==> config.mk <==
export PLATFORM = sky130hd
export DESIGN_NAME = instruction_fetch_stage
export DESIGN_NICKNAME = d
export VERILOG_FILES = /design/src/rtl/instruction_fetch_stage.sv
export SDC_FILE = /design/constraint.sdc
export NUM_CORES = 1
export LEC_CHECK = 0
export CAP_MARGIN = 25
export CORE_MARGIN = 3
export CORE_UTILIZATION = 41
export DETAILED_ROUTE_END_ITERATION = 16
export GPL_TIMING_DRIVEN = 1
export PLACE_DENSITY = 0.72
export SYNTH_ARGS = -nofsm -noshare
export SYNTH_HDL_FRONTEND = slang
export SYNTH_SLANG_ARGS = --single-unit
==> constraint.sdc <==
create_clock -name clk_i -period 2.8 [get_ports clk_i]
set_input_delay 0.56 -clock clk_i [delete_from_list [all_inputs] [get_ports clk_i]]
set_output_delay 0.56 -clock clk_i [all_outputs]
set_load 0.005 [all_outputs]
==> src/rtl/instruction_fetch_stage.sv <==
// ============================================================================
// instruction_fetch_stage : PC, instruction-memory requests, IF/ID register
// with a one-entry skid buffer, branch redirect and flush.
// Revision 1.0
// ============================================================================
`default_nettype none

module instruction_fetch_stage #(
  parameter int                  ADDRSize    = 32,
  parameter int                  INSTRSize   = 32,
  parameter int                  IMMSize     = 16,
  parameter logic [ADDRSize-1:0] RESETVector = '0
) (
  input  logic                 clk_i,
  input  logic                 rst_n_i,
  output logic                 imem_req_o,
  output logic [ADDRSize-1:0]  imem_addr_o,
  input  logic                 imem_ready_i,
  input  logic [INSTRSize-1:0] imem_data_i,
  input  logic                 stall_i,
  input  logic                 branch_taken_i,
  input  logic [ADDRSize-1:0]  branch_target_i,
  output logic                 valid_o,
  output logic [INSTRSize-1:0] instr_o,
  output logic [IMMSize-1:0]   imm_o,
  output logic [ADDRSize-1:0]  pc_out_o,
  output logic [ADDRSize-1:0]  pc_plus4_o
);

  localparam logic [ADDRSize-1:0] c_PC_STEP = {{(ADDRSize-3){1'b0}}, 3'b100};

  typedef enum logic [1:0] {
    S_IDLE  = 2'd0,
    S_FETCH = 2'd1,
    S_SKID  = 2'd2,
    S_DRAIN = 2'd3
  } state_t;

  state_t                 state_q, state_d;
  logic [ADDRSize-1:0]    pc_q, pc_d;
  logic [ADDRSize-1:0]    drain_addr_q, drain_addr_d;
  logic                   valid_q, valid_d;
  logic [INSTRSize-1:0]   instr_q, instr_d;
  logic [IMMSize-1:0]     imm_q, imm_d;
  logic [ADDRSize-1:0]    pc_out_q, pc_out_d;
  logic [ADDRSize-1:0]    pc_plus4_q, pc_plus4_d;
  logic [INSTRSize-1:0]   skid_instr_q, skid_instr_d;
  logic [ADDRSize-1:0]    skid_pc_q, skid_pc_d;

  logic [ADDRSize-1:0]    w_target;
  logic [ADDRSize-1:0]    w_pc_inc;
  logic [ADDRSize-1:0]    w_skid_inc;
  logic                   w_accept;
  logic                   w_unused_target_lsbs;

  // Targets are forced onto a word boundary; the two low bits are dropped.
  assign w_target             = {branch_target_i[ADDRSize-1:2], 2'b00};
  assign w_unused_target_lsbs = &{1'b0, branch_target_i[1:0]};
  assign w_pc_inc             = pc_q + c_PC_STEP;
  assign w_skid_inc           = skid_pc_q + c_PC_STEP;

  // While draining, the address must stay on the abandoned request.
  assign imem_req_o  = (state_q == S_FETCH) || (state_q == S_DRAIN);
  assign imem_addr_o = (state_q == S_DRAIN) ? drain_addr_q : pc_q;
  assign w_accept    = imem_ready_i && imem_req_o && (!valid_q || !stall_i);

  assign valid_o    = valid_q;
  assign instr_o    = instr_q;
  assign imm_o      = imm_q;
  assign pc_out_o   = pc_out_q;
  assign pc_plus4_o = pc_plus4_q;

  always_comb begin
    state_d      = state_q;
    pc_d         = pc_q;
    drain_addr_d = drain_addr_q;
    valid_d      = valid_q;
    instr_d      = instr_q;
    imm_d        = imm_q;
    pc_out_d     = pc_out_q;
    pc_plus4_d   = pc_plus4_q;
    skid_instr_d = skid_instr_q;
    skid_pc_d    = skid_pc_q;

    if (branch_taken_i) begin
      valid_d      = 1'b0;
      skid_instr_d = '0;
      skid_pc_d    = '0;
      pc_d         = w_target;
      case (state_q)
        S_FETCH: begin
          if (!imem_ready_i) begin
            state_d      = S_DRAIN;
            drain_addr_d = pc_q;
          end else begin
            state_d = S_FETCH;
          end
        end
        S_DRAIN: if (imem_ready_i) state_d = S_FETCH;
        default: state_d = S_FETCH;
      endcase
    end else begin
      case (state_q)
        S_IDLE: state_d = S_FETCH;
        S_FETCH: begin
          if (w_accept) begin
            valid_d    = 1'b1;
            instr_d    = imem_data_i;
            imm_d      = imem_data_i[IMMSize-1:0];
            pc_out_d   = pc_q;
            pc_plus4_d = w_pc_inc;
            pc_d       = w_pc_inc;
          end else if (imem_ready_i && stall_i) begin
            // Response arrived while the output is still held: park it.
            skid_instr_d = imem_data_i;
            skid_pc_d    = pc_q;
            pc_d         = w_pc_inc;
            state_d      = S_SKID;
          end else if (!stall_i) begin
            valid_d = 1'b0;
          end
        end
        S_SKID: begin
          if (!stall_i) begin
            valid_d      = 1'b1;
            instr_d      = skid_instr_q;
            imm_d        = skid_instr_q[IMMSize-1:0];
            pc_out_d     = skid_pc_q;
            pc_plus4_d   = w_skid_inc;
            skid_instr_d = '0;
            skid_pc_d    = '0;
            state_d      = S_FETCH;
          end
        end
        S_DRAIN: begin
          if (imem_ready_i) state_d = S_FETCH;
          if (!stall_i) valid_d = 1'b0;
        end
        default: state_d = S_IDLE;
      endcase
    end
  end

  always_ff @(posedge clk_i or negedge rst_n_i) begin
    if (!rst_n_i) begin
      state_q      <= S_IDLE;
      pc_q         <= RESETVector;
      drain_addr_q <= '0;
      valid_q      <= 1'b0;
      instr_q      <= '0;
      imm_q        <= '0;
      pc_out_q     <= '0;
      pc_plus4_q   <= '0;
      skid_instr_q <= '0;
      skid_pc_q    <= '0;
    end else begin
      state_q      <= state_d;
      pc_q         <= pc_d;
      drain_addr_q <= drain_addr_d;
      valid_q      <= valid_d;
      instr_q      <= instr_d;
      imm_q        <= imm_d;
      pc_out_q     <= pc_out_d;
      pc_plus4_q   <= pc_plus4_d;
      skid_instr_q <= skid_instr_d;
      skid_pc_q    <= skid_pc_d;
    end
  end

endmodule

`default_nettype wire
Word-level counts from Yosys, hierarchy flattened
Cells that the tools add are included.
{"block": "word_totals", "reg_bits": 243, "latch_bits": 0, "ramBits": 0, "rom_bits": 0, "input_bits": 69, "output_inout_bits": 146, "mem_count": 0}
{"block": "op_classes", "n_addsub": 2, "n_mul": 0, "div_mod_pow": 0, "order_cmp": 0, "eq_ne": 9, "shifts": 0, "muxes": 40, "bitwise_logic": 2, "reduce_logical": 19}
{"operator": "2-to-1 mux 32 bit", "n": 18}
{"operator": "one-hot mux 32 bit (2 select lines)", "n": 5}
{"operator": "adder 32 x 3 -> 32 bit (second input constant)", "n": 2}
{"operator": "2-to-1 mux 16 bit", "n": 2}
{"operator": "one-hot mux 16 bit (2 select lines)", "n": 1}
{"operator": "2-to-1 mux 2 bit", "n": 6}
{"operator": "AND reduction 3 bit", "n": 3}
{"operator": "one-hot mux 2 bit (4 select lines)", "n": 1}
{"operator": "AND reduction 4 bit", "n": 2}
{"operator": "!= test 3 bit (second input constant)", "n": 2}
{"operator": "nonzero test 3 bit", "n": 2}
{"operator": "2-to-1 mux 1 bit", "n": 5}
{"operator": "== test 2 bit (second input constant)", "n": 2}
{"operator": "!= test 2 bit (second input constant)", "n": 2}
{"operator": "!= test 4 bit (second input constant)", "n": 1}
{"operator": "one-hot mux 2 bit (2 select lines)", "n": 1}
{"operator": "nonzero test 2 bit", "n": 2}
{"operator": "nonzero test 4 bit", "n": 1}
{"operator": "logical AND 1 bit", "n": 3}
{"operator": "!= test 3 x 2 -> 1 bit (second input constant)", "n": 1}
{"operator": "one-hot mux 1 bit (3 select lines)", "n": 1}
{"operator": "== test 2 x 1 -> 1 bit (second input constant)", "n": 1}
{"operator": "zero test 1 bit", "n": 2}
{"operator": "zero test 2 bit", "n": 1}
{"operator": "other kinds (3)", "n": 5}

Longest topological paths before layout
Gate-level depths: netlist of run 1.
{"block": "logic_depth", "depth_word": 7, "ltp_mapped": 10, "mapped_depth_nobuf": 7}

Worst setup path before layout of run 1
Ideal clock, no wire load.
{"block": "synth_timing", "path_kind": "reg-to-reg", "start": "register state_q[0]", "end": "register pc_plus4_q[28], in the netlist pc_plus4_o[28]", "arrival_ns": 2.024, "t_required_ns": 2.674, "setup_slack_ns": 0.650, "path_stages_with_launch": 9, "period_less_slack_ns": 2.150, "cell_sequence": "dfrtp_1 > inv_1 > ha_1 > buf_2 > a21o_1 > a2111o_1 > buf_2 > buf_6 > a221o_1"}
{"block": "synth_between", "elab_chain_cells": 6, "word_cells_on_any_way": 11}
{"element": "start, declared", "line_no": "39", "text": "state_t state_q, state_d;"}
{"element": "start signal, assigned", "line_no": "157", "text": "state_q <= state_d;"}
{"element": "== test 2 x 1 -> 1 bit / == test 2 bit (equally long branches)", "line_no": "63, 103"}
{"element": "logical OR 1 bit", "line_no": "63", "text": "assign imem_req_o = (state_q == S_FETCH) || (state_q == S_DRAIN);"}
{"element": "logical AND 1 bit (2 in a row)", "line_no": "65", "text": "assign w_accept = imem_ready_i && imem_req_o && (!valid_q || !stall_i);"}
{"element": "!= test 2 bit (no source line)"}
{"element": "AND reduction 4 bit (no source line)"}
{"element": "end signal, assigned", "line_no": "164", "text": "pc_plus4_q <= pc_plus4_d;"}
{"element": "end, declared", "line_no": "46", "text": "logic [ADDRSize-1:0] pc_plus4_q, pc_plus4_d;"}
Parallel ways exist; a longest one is shown, timed or not.
A chain may end at the register's enable or synchronous reset.

Final worst setup path of run 1
{"block": "layout_timing", "start": "register state_q[1]", "end": "output imem_addr_o[25]"}
{"block": "layout_between", "elab_chain_cells": 2}
{"element": "== test 2 bit", "line_no": "64", "text": "assign imem_addr_o = (state_q == S_DRAIN) ? drain_addr_q : pc_q;"}
{"element": "2-to-1 mux 32 bit", "line_no": "64"}
{"element": "end, declared", "line_no": "17", "text": "output logic [ADDRSize-1:0] imem_addr_o,"}
Every way passes these cells.

==> impl_metrics.yaml, run 1 <==
worst_setup_path:
  crit_slowest_cell: "clkdlybuf4s50_1"
  critical_path_class: "reg -> out"
  max_stage_delay_ps: 440
  rr_endpoint: "pc_plus4_o[24]"
  reg2reg_depth: 9
  critical_path.top_delay_family: "buffers and inverters"
  r2r_setup_slack_ps: 190
  crit_buf_inv: 2
  worstReg2RegStart: "state_q[1]"
  crit_arrival_ps: 2200
  required_ps: 2240
  cp_max_fo: 15
  critPathLaunchType: "register"
  path_cells: "ha_4, bufbuf_16, mux2_2, clkdlybuf4s50_1"
  crit_path_end_kind: "output pin"
grt:
  gr-usage-met2_pct: 31.69
  grt_pass1_wl_um: 48130
  use_met1_pct: 29.39
  antenna_found_initial: 0
  top_usage_layer: "met2"
  first_global_vias: 8971
  grt_usage_pct: 20.17
  grt_max_degree: 126
  gr-total-overflow: 0
  met3_usage_pct: 2.858
yosys:
  synth_top_family_by_area: "simple AND/OR/NAND/NOR gates"
  synthCells: 1201
  synth-seq-cells: 219
  netlist_area_sq_mm: 0.01136
  synthMuxAreaShare_pct: 11.98
  async_flop_share_pct: 100.0
  synth-xor-area-share_pct: 5.627
  synthSimpleGateAreaFrac_pct: 16.85
  post_synth_fa_ha_maj_area_fraction_pct: 0.6606
  synth_cell_types: 58
  synth-compound-area-share_pct: 10.87
  synthFlopType: "dfrtp_1"
  ys_seq_area_share_pct: 48.23
  netlist_top_cells_count: "nand2_1, dfrtp_1, o21ai_0"
  synth_edf_count: 0
  yosysMostFrequentCell: "nand2_1"
  yosysWarnings: 0
  post-synth-top-area-cell: "dfrtp_1"
  synthTopCellsByArea: "dfrtp_1, nand2_1, o21ai_0, mux2i_1, mux2_2"
  netlist.area_leader.share_pct: 48.23
  syn-mean-instance-area_sq_um: 9.462
drt:
  drc_errors: 0
  wirelength_um: 30450
  avgViaCountPerCell: 5.184
  post_drt_wl_per_cell_um: 17.32
  vias: 9113
  ant_nets: 0
  drtIter0Drc: 642
  dr.pass1.iters: 5
clock_tree:
  root_buffer: "clkbuf_16"
  htree_levels: 1
  cts_tree: "done"
  cts.sinks: 219
  numCtsBuffers: 25
  clk_path_buf_depth: 3
  cts.clk_slew.worst_paths_ps: 60
  clkLatencyLatePin_ps: 530
layout:
  fin_nets: 1442
  n_antenna_cell: 0
  synthToLayoutAreaGrowth_pct: 29.51
  drive_above_1_share_pct: 12.63
worst_hold_path:
  hold_end: "pc_q[31]"
  hp-start: "branch_taken_i"
  holdPathStages: 3
  hp-class: "in -> reg"
floorplanning:
  floorplan.rows: 60
  fp.dieH_um: 172.5
  die_area_sq_mm: 0.02975
  initial_utilization_pct: 41.93
  fp.dieW_um: 172.5
  io_pins: 215
  core_sq_mm: 0.02710
placed_design:
  routabilityCongestion: 0.8724
  port_buffers: 210
  dpl.hpwl_um: 21270
power_and_ir_drop:
  power.density_mw_per_mm2: 995.5
  total_leakage_power_nw: 6.067
  finalPower_w: 0.01465
  ir_worst_vdd_mv: 0.6353
timing:
  drv_slew: 0
  max_freq_mhz: 361.8
  finalHoldViolations: 0
  slew_headroom_pct: 48.25
  grt_setup_unrepaired: "yes"
  finalSetupViolCount: 0
  worst_pin_slew_ps: 776.2
  fin_worst_skew_ps: 16.84
  holdWs_ps: 431.5
  period_minus_slack_ps: 2764
  fin_crit_sh_pct: 98.72
status:
  status: "finished, final reports clean"
run:
  maxCapViolCount: 0
==> cells in the final DEF, fill, tap and decap left out, types with 8 or more instances in the layout <==
master           Yosys  routed
o21ai_0            180     179
dfrtp_1            219     217
nor3_1              21      21
nor2_1              19      18
nand3_1             30      30
nor4_1              15      15
buf_12               0      10
clkbuf_16            0      25
nand2_1            274     274
mux2_2              56      56
clkdlybuf4s50_1      0     208
buf_4               24      39
xor2_1              35      35
mux2i_1             73      73
clkinv_2             0       9
inv_1                8       8
nand4_1             19      19
xnor2_1             38      38
==> worst max-delay path by stage <==
stage	from	endpoint	slack, ps	depth (start not counted)
after floorplan	state_q[0]	pc_plus4_o[28]	650	8
after global placement	imem_ready_i	pc_plus4_o[21]	290	5
after detailed placement	imem_ready_i	pc_plus4_o[21]	240	5
after CTS	state_q[0]	imem_addr_o[26]	8	4
after global routing	state_q[1]	imem_addr_o[21]	-20	4
final	state_q[1]	imem_addr_o[25]	40	4
==> cell type report <==
| cell class | instances | area, sq um |
|---|---|---|
| inverters | 10 | 37.54 |
| repair buffers | 261 | 2638 |
| clock inverters | 17 | 152.6 |
| multi-input cells | 850 | 5280 |
| well taps | 372 | 465.4 |
| flip-flops and latches | 219 | 5483 |
| fillers | 2400 | 12380 |
| clock buffers | 29 | 660.6 |
==> sequential cells by signal, summed over array words and instances, names as in the netlist <==
| signal | flops |
|---|---|
| drain_addr_q | 30 |
| state_q | 2 |
| skid_pc_q | 31 |
| valid_o | 1 |
| pc_plus4_o | 30 |
| instr_o | 32 |
| pc_q | 30 |
| pc_out_o | 31 |
| skid_instr_q | 32 |
==> worst min-delay path, stage by stage <==
cell and delay [ps]:
buf_2 200, nand2_1 90, o21ai_0 70
==> report_power, final <==
group,internal (W),switching [W]
clock network,0.00188,0.00135
logic,0.00324,0.00278
registers,0.00443,0.000970
==> logic make-up after synthesis <==
group	Yosys count
adders and majority gates	6
and+or+nand+nor	417
other	1
xor gates and xnor gates	73
buffers and inverters	133
AOI/OAI and AO/OA	223
muxes	129
DFF	219
==> layer usage <==
layer	vias to the layer above	part of all wire (%)
met5	-	0
met4	0	2.4
met3	50	5.7
met2	286	45
met1	4344	47
li1	4433	-
==> stage by stage <==
stage / util [%] / TNS (ps) / setup slack (ps) / area [sq um] / std cells
floorplan: - / 0 / 649.6 / 11370 / 1202
CTS: 54.22 / 0 / 7.841 / 14690 / 1757
global placement: 50.92 / 0 / 286.1 / 13800 / 1706
detailed placement: 50.92 / 0 / 237.1 / 13800 / 1706
global route: 54.30 / -123.3 / -20.19 / 14720 / 1758
finish: 54.30 / 0 / 35.88 / 14720 / 1758
==> repair_timing <==
item | CTS | global route
hold buffers | 1 | 0
endpoints found under the hold margin | 48 | 0
pin swaps | 0 | 1
gates resized for setup | 4 | 2
endpoints found under the setup margin | 29 | 13
setup buffers | 3 | 1
cloned | 1 | 0
(Power assumes the default switching activity.)
==> run 2: changes to the inputs <==
--- a/config.mk
+++ b/config.mk
@@ -6,6 +6,7 @@
 export NUM_CORES = 1
 export LEC_CHECK = 0
 export CAP_MARGIN = 25
+export CORE_ASPECT_RATIO = 0.75
 export CORE_MARGIN = 3
 export CORE_UTILIZATION = 41
 export DETAILED_ROUTE_END_ITERATION = 16
==> impl_metrics.yaml, run 2 (synthesis results as in run 1) <==
clock_tree:
  cts.sinks: 219
  cts.clk_slew.worst_paths_ps: 60
  htree_levels: 1
  numCtsBuffers: 24
  clk_path_buf_depth: 3
  root_buffer: "clkbuf_16"
  clkLatencyLatePin_ps: 530
  cts_tree: "done"
run:
  maxCapViolCount: 0
layout:
  fin_nets: 1443
  utilization_pct: 54.04
  layout_common_cells: "nand2_1, dfrtp_1, clkdlybuf4s50_1, o21ai_0, mux2i_1"
  n_fill_cell: 2401
  multi_input_area_sq_mm: 0.005278
  synthToLayoutAreaGrowth_pct: 29.02
  layout_commonest_cell: "nand2_1"
  drive_above_1_share_pct: 12.36
  n_antenna_cell: 0
  final-seq-area_sq_mm: 0.005482
timing:
  max_freq_mhz: 367.7
  worst_pin_slew_ps: 762.4
  drv_slew: 0
  finalSetupViolCount: 0
  grt_setup_unrepaired: "no"
  slew_headroom_pct: 49.05
  period_minus_slack_ps: 2720
  finalHoldViolations: 0
  fin_worst_skew_ps: 18.49
  fin_crit_sh_pct: 97.13
  tns_ps: 0
power_and_ir_drop:
  total_leakage_power_nw: 6.061
  power.density_mw_per_mm2: 1004
  finalPower_w: 0.01472
  ir_worst_vdd_mv: 0.5043
grt:
  gr-total-overflow: 0
  grt_max_degree: 63
  grt_pass1_wl_um: 51240
  grt_usage_pct: 21.53
  antenna_found_initial: 0
  first_global_vias: 9041
drt:
  vias: 9323
  wirelength_um: 32590
  ant_nets: 0
  drtIter0Drc: 661
  avgViaCountPerCell: 5.373
  drc_errors: 0
  dr.pass1.iters: 6
  post_drt_wl_per_cell_um: 18.78
worst_setup_path:
  critPathLaunchType: "register"
  cp_max_fo: 13
  critical_path_class: "reg -> out"
  required_ps: 2240
  crit_path_end_kind: "output pin"
  crit_arrival_ps: 2160
floorplanning:
  initial_utilization_pct: 41.88
  io_pins: 215
  core_sq_mm: 0.02713
  fp.dieW_um: 198.2
  floorplan.rows: 52
  fp.dieH_um: 150.2
  die_area_sq_mm: 0.02977
status:
  status: "finished, final reports clean"
placed_design:
  routabilityCongestion: 0.8982
  port_buffers: 210
  dpl.hpwl_um: 23040
worst_hold_path:
  hp-class: "reg -> reg"
==> run 2: cell count changes in the layout (fill, tap and decap cells not counted), sizes merged <==
cell,previous run,this run
inv,10,11
buf,51,54
clkinvlp,4,1
clkinv,11,6
bufbuf,1,0
clkbuf,29,32
==> run 2: metrics by stage <==
step                cells  hold WS (ps)  setup WS, ps  instance area (sq um)
finish               1735         475.3         80.48                  14660
global route         1735         494.9         26.43                  14660
CTS                  1733         483.3         12.36                  14620
detailed placement   1690         469.5         192.9                  13790
global placement     1690         461.3         277.4                  13790
floorplan            1202         264.4         649.6                  11370
==> run 2: where the power goes <==
group	internal, W	switching [W]	total [W]	leakage [nW]
clock	0.00193	0.00134	0.00326	0.401
combinational	0.00316	0.00292	0.00608	2.89
sequential	0.00443	0.000958	0.00538	2.77
total	0.00951	0.00522	0.0147	6.06
==> run 2: timing repair <==
item / CTS / global route
gates resized for setup: 3 / 6
setup buffers: 0 / 2
hold buffers: 1 / 0
hold endpoints to repair: 49 / 0
setup endpoints to repair: 25 / 23
==> run 2: critical path: stages (launching register included) <==
cell and delay, ps:
dfrtp_1 440, ha_4 190, buf_8 170, mux2_2 360, clkdlybuf4s50_1 470
==> run 2: final timing paths <==
kind                       depth (start not counted)         endpoint         from  slack [ps]
setup reg to reg                                   6       instr_o[5]   state_q[1]         290
hold reg to reg                                    2      instr_o[30]  instr_o[30]         480
hold / removal                                     2      instr_o[30]  instr_o[30]         480
setup / recovery                                   4  imem_addr_o[28]   state_q[0]          80
max in group asynchronous                          3       state_q[1]      rst_n_i        1540
min in group asynchronous                          2  skid_instr_q[2]      rst_n_i         540
==> run 2: metal layers <==
layer,part of all wire (%),global-route usage (%),up-vias
met3,8.2,3.803,37
li1,-,-,4420
met2,42,31.61,391
met5,0,0,-
met1,48,33.34,4475
met4,1.8,4.385,0
==> run 2: layout make-up <==
class | count | area share (%)
clock inverter | 10 | 0.8534
multi-input combinational | 850 | 36.00
timing repair buffer | 263 | 17.80
clock buffer | 32 | 4.711
tap | 351 | 2.995
inverter | 10 | 0.2560
sequential | 219 | 37.39
==> patch 1 (settings of run 2) <==
`drain_addr_q` no longer has a reset.
--- a/src/rtl/instruction_fetch_stage.sv
+++ b/src/rtl/instruction_fetch_stage.sv
@@ -147,3 +147,2 @@
       pc_q         <= RESETVector;
-      drain_addr_q <= '0;
       valid_q      <= 1'b0;
@@ -158,3 +157,2 @@
       pc_q         <= pc_d;
-      drain_addr_q <= drain_addr_d;
       valid_q      <= valid_d;
@@ -169,2 +167,6 @@
 
+  always_ff @(posedge clk_i) begin
+    drain_addr_q <= drain_addr_d;
+  end
+
 endmodule
Formal check against the unedited RTL: no difference found for any inputs over 4 cycles, from zero or initial values and one cycle with rst_n_i low; that may be too few to reach the edited logic, so the function may still have changed.
==> patch 1 against run 2 <==
  * Utilization grew 0.40 points
  * Sequential cell count is the same
  * Global-route usage shrank 0.14 points
  * Total power shrank 5.1%
  * Non-clock buffer count shrank 3
  * Clock power shrank 7.4%
  * Clock skew grew 0.0042 ns
  * Wire length shrank 1.4%
  * Final area shrank 1.4%
  * Synthesized cell count shrank 1.0%
  * Area after synthesis shrank 0.50%
  * Die area shrank 0.48%
  * Setup slack lost 0.034 ns
  * Critical endpoint is now imem_addr_o[17]
  * Highest routed layer unchanged
==> patch 1: results (changes against run 2) <==
| Parameter | This run | vs run 2 |
|---|---|---|
| Result of the run | completed | unchanged |
| Data arrival time of the critical path | 2.19 ns | was 2.16 ns |
| Leakage | 5.73 nW | was 6.06 nW |
| Clock buffer and inverter area fraction after layout | 0.0513 | was 0.0556 |
| Final nets | 1,426 | was 1,443 |
| Area taken by multi-input logic gates | 0.00503 mm^2 | was 0.00528 mm^2 |
| Final standard cell utilization of the core | 0.544 | was 0.540 |
| Cells after DPL | 1,667 | was 1,690 |
| Clock tree buffer count of the final layout | 39 | was 32 |
| Wire length the detailed router placed on met1 | 16,100 um | was 15,500 um |
| Share of synthesized registers carrying an async set or reset | 0.863 | was 1.00 |
| P_seq | 5.22 mW | was 5.38 mW |
| Synth top area cells | sky130_fd_sc_hd__dfrtp_1, sky130_fd_sc_hd__nand2_1, sky130_fd_sc_hd__edfxtp_1 | was sky130_fd_sc_hd__dfrtp_1, sky130_fd_sc_hd__nand2_1, sky130_fd_sc_hd__o21ai_0 |
| Sum of internal, switching and leakage power | 14.0 mW | was 14.7 mW |
| First drt pass iteration count | 5 | was 6 |
| Site Rows | 51 | was 52 |
| Clk pwr share | 0.216 | was 0.222 |
| Post-DR vias/cell | 5.37 | about the same |
| Post-placement worst setup slack | 0.140 ns | was 0.193 ns |
| Global-route wire length before repair | 50,400 um | was 51,200 um |
| Library cells used by synthesis | 55 | was 58 |
| Largest net degree at the start of global routing | 126 | was 63 |
| Met1 Use GR | 0.341 | was 0.333 |
| Gpl congestion | 0.932 | was 0.898 |
| Global-route usage over all layers | 0.214 | was 0.215 |
| NonClk Buf Share | 0.178 | about the same |
| Filler cells | 2,399 | was 2,401 |
| Total half-perimeter wirelength after legalization and detailed placement | 22,500 um | was 23,000 um |
| Cell Area, Placed | 0.0137 mm^2 | was 0.0138 mm^2 |
| Number of global-route vias before repair | 8,762 | was 9,041 |
| Net switching fraction of the power | 0.354 | about the same |
| Fraction of layout cells with a size suffix above 1 | 0.0980 | was 0.124 |
| Worst Clk Skew | 0.0227 ns | was 0.0185 ns |
| Seq/total area | 0.390 | was 0.374 |
| Global-route met2 utilization | 0.304 | was 0.316 |
| Worst vdd ir | 604 uV | was 504 uV |
## patch 1: cell families (layout without fill, tap and decap cells)
kind of cell | after synthesis | count (layout) | share of synthesized area
simple gates | 430 | 430 | 0.175
compound gates | 229 | 229 | 0.115
flops | 219 | 219 | 0.498
buf+inv | 136 | 314 | 0.0609
mux | 101 | 101 | 0.0925
xor+xnor | 67 | 67 | 0.0519
fa+ha+maj | 6 | 6 | 0.00664
other cells | 1 | 2 | 0.000332
## patch 1: path summary, 6_finish.rpt
path	startpoint	to	slack [ns]	cells after the start
setup reg to reg	state_q[1]	pc_plus4_o[31]	0.30	7
hold / removal	rst_n_i	pc_q[24]	0.04	1
hold reg to reg	pc_out_o[13]	pc_out_o[13]	0.47	2
min in group clk_i	pc_out_o[13]	pc_out_o[13]	0.47	2
max in group asynchronous	rst_n_i	state_q[1]	1.93	2
setup / recovery	state_q[0]	imem_addr_o[17]	0.05	4
==> patch 2 (settings of run 2) <==
Made on the original files. Set the parameter `INSTRSize` to 64 (it was 32).
--- a/src/rtl/instruction_fetch_stage.sv
+++ b/src/rtl/instruction_fetch_stage.sv
@@ -9,3 +9,3 @@
   parameter int                  ADDRSize    = 32,
-  parameter int                  INSTRSize   = 32,
+  parameter int                  INSTRSize   = 64,
   parameter int                  IMMSize     = 16,
Interface: changed (resized imem_data_i and instr_o); port bits go from 215 to 279. No check against the original RTL was run, so the function may have changed too.
==> patch 2 against run 2 <==
  * Wire length rose by 20%
  * Via count rose by 22%
  * Sequential share of layout area rose by 1.6 points
  * Sequential cell count grew 64
  * Largest cell class unchanged
  * Total power grew 24%
  * Sequential power grew 30%
  * Final area increased by 24%
  * Setup slack worse by 0.015 ns
  * Utilization rose by 0.93 points
  * Area after synthesis up 23%
==> patch 2: results (changes against run 2) <==
| Parameter | This run | vs run 2 |
|---|---|---|
| Post-placement worst setup slack | 0.250 ns | was 0.193 ns |
| Mean instance size in the synthesized netlist | 9.48 um^2 | was 9.46 um^2 |
| Final hold slack | 0.470 ns | was 0.475 ns |
| Hold path depth | 3 | was 2 |
| Clock tree buffer count of the final layout | 45 | was 32 |
| Final nets | 1,803 | was 1,443 |
| Destination of the worst hold path | state_q[1] | was instr_o[30] |
| Multi-input combinational cell count | 1,043 | was 850 |
| Worst Clk Skew | 0.0238 ns | was 0.0185 ns |
| Fraction of the yosys area taken by sequential cells | 0.506 | was 0.482 |
| Library cells used by synthesis | 54 | was 58 |
| Total half-perimeter wirelength after legalization and detailed placement | 26,800 um | was 23,000 um |
| Worst-Margin Slew | 0.901 ns | was 0.762 ns |
| Global-route wire length before repair | 62,600 um | was 51,200 um |
| Class of the most critical hold timing path | in -> reg | was reg -> reg |
| Storage element area | 0.00708 mm^2 | was 0.00548 mm^2 |
| Fraction of layout cells with a size suffix above 1 | 0.103 | was 0.124 |
| Inverters excl. clock | 14 | was 10 |
| Global-route usage over all layers | 0.212 | was 0.215 |
| Synth cell count leaders | sky130_fd_sc_hd__nand2_1, sky130_fd_sc_hd__dfrtp_1, sky130_fd_sc_hd__o21ai_0 | unchanged |
| Post-synthesis instance area | 0.0140 mm^2 | was 0.0114 mm^2 |
| End of the worst register-to-register path | pc_plus4_o[28] | was instr_o[5] |
| Gpl congestion | 0.846 | was 0.898 |
| PD cells | 1010 mW/mm^2 | was 1000 mW/mm^2 |
| Clock latency on the worst-skew pair | 0.57 ns | was 0.53 ns |
| Critical Path End | imem_addr_o[14] | was imem_addr_o[28] |
| Detail-routed net length per standard cell | 18.1 um | was 18.8 um |
| Total length of routed wires | 39,000 um | was 32,600 um |
| Buffers outside the clock class | 324 | was 263 |
| Setup slack on the worst flop-to-flop path | 0.15 ns | was 0.29 ns |
| Comb power frac | 0.406 | was 0.413 |
| Resized cells post-CTS | 6 | was 3 |
| Clock buffer and inverter area fraction after layout | 0.0531 | was 0.0556 |
| Fraction of synthesized area in multiplexers | 0.119 | was 0.120 |
| Area share of xor/xnor cells in the synthesized design | 0.0469 | was 0.0563 |
| Post-DR vias/cell | 5.29 | was 5.37 |
| Clk pwr share | 0.213 | was 0.222 |
| Result of the run | completed | unchanged |
| Filler cells | 2,861 | was 2,401 |
==> patch 2: changes by cell type in the layout (fill, tap and decap cells not counted), moves of 6 or more <==
cell | run 2 | this run
sky130_fd_sc_hd__nor2_1 | 18 | 24
sky130_fd_sc_hd__clkbuf_1 | 2 | 8
sky130_fd_sc_hd__o21ai_0 | 179 | 240
sky130_fd_sc_hd__clkdlybuf4s50_1 | 208 | 271
sky130_fd_sc_hd__nand2_1 | 274 | 372
sky130_fd_sc_hd__xnor2_1 | 38 | 47
sky130_fd_sc_hd__mux2i_1 | 73 | 105
sky130_fd_sc_hd__dfrtp_1 | 218 | 281
sky130_fd_sc_hd__clkbuf_16 | 24 | 30
sky130_fd_sc_hd__xor2_1 | 35 | 28
sky130_fd_sc_hd__nand3_1 | 30 | 21
==> patch 2: layer usage <==
metal / global-route usage / up-vias / routed length [um]
li1: - / 5476 / -
met1: 0.310 / 5506 / 18100
met2: 0.325 / 368 / 17300
met3: 0.0373 / 70 / 2450
met4: 0.0580 / 0 / 1190
met5: 0 / - / 0
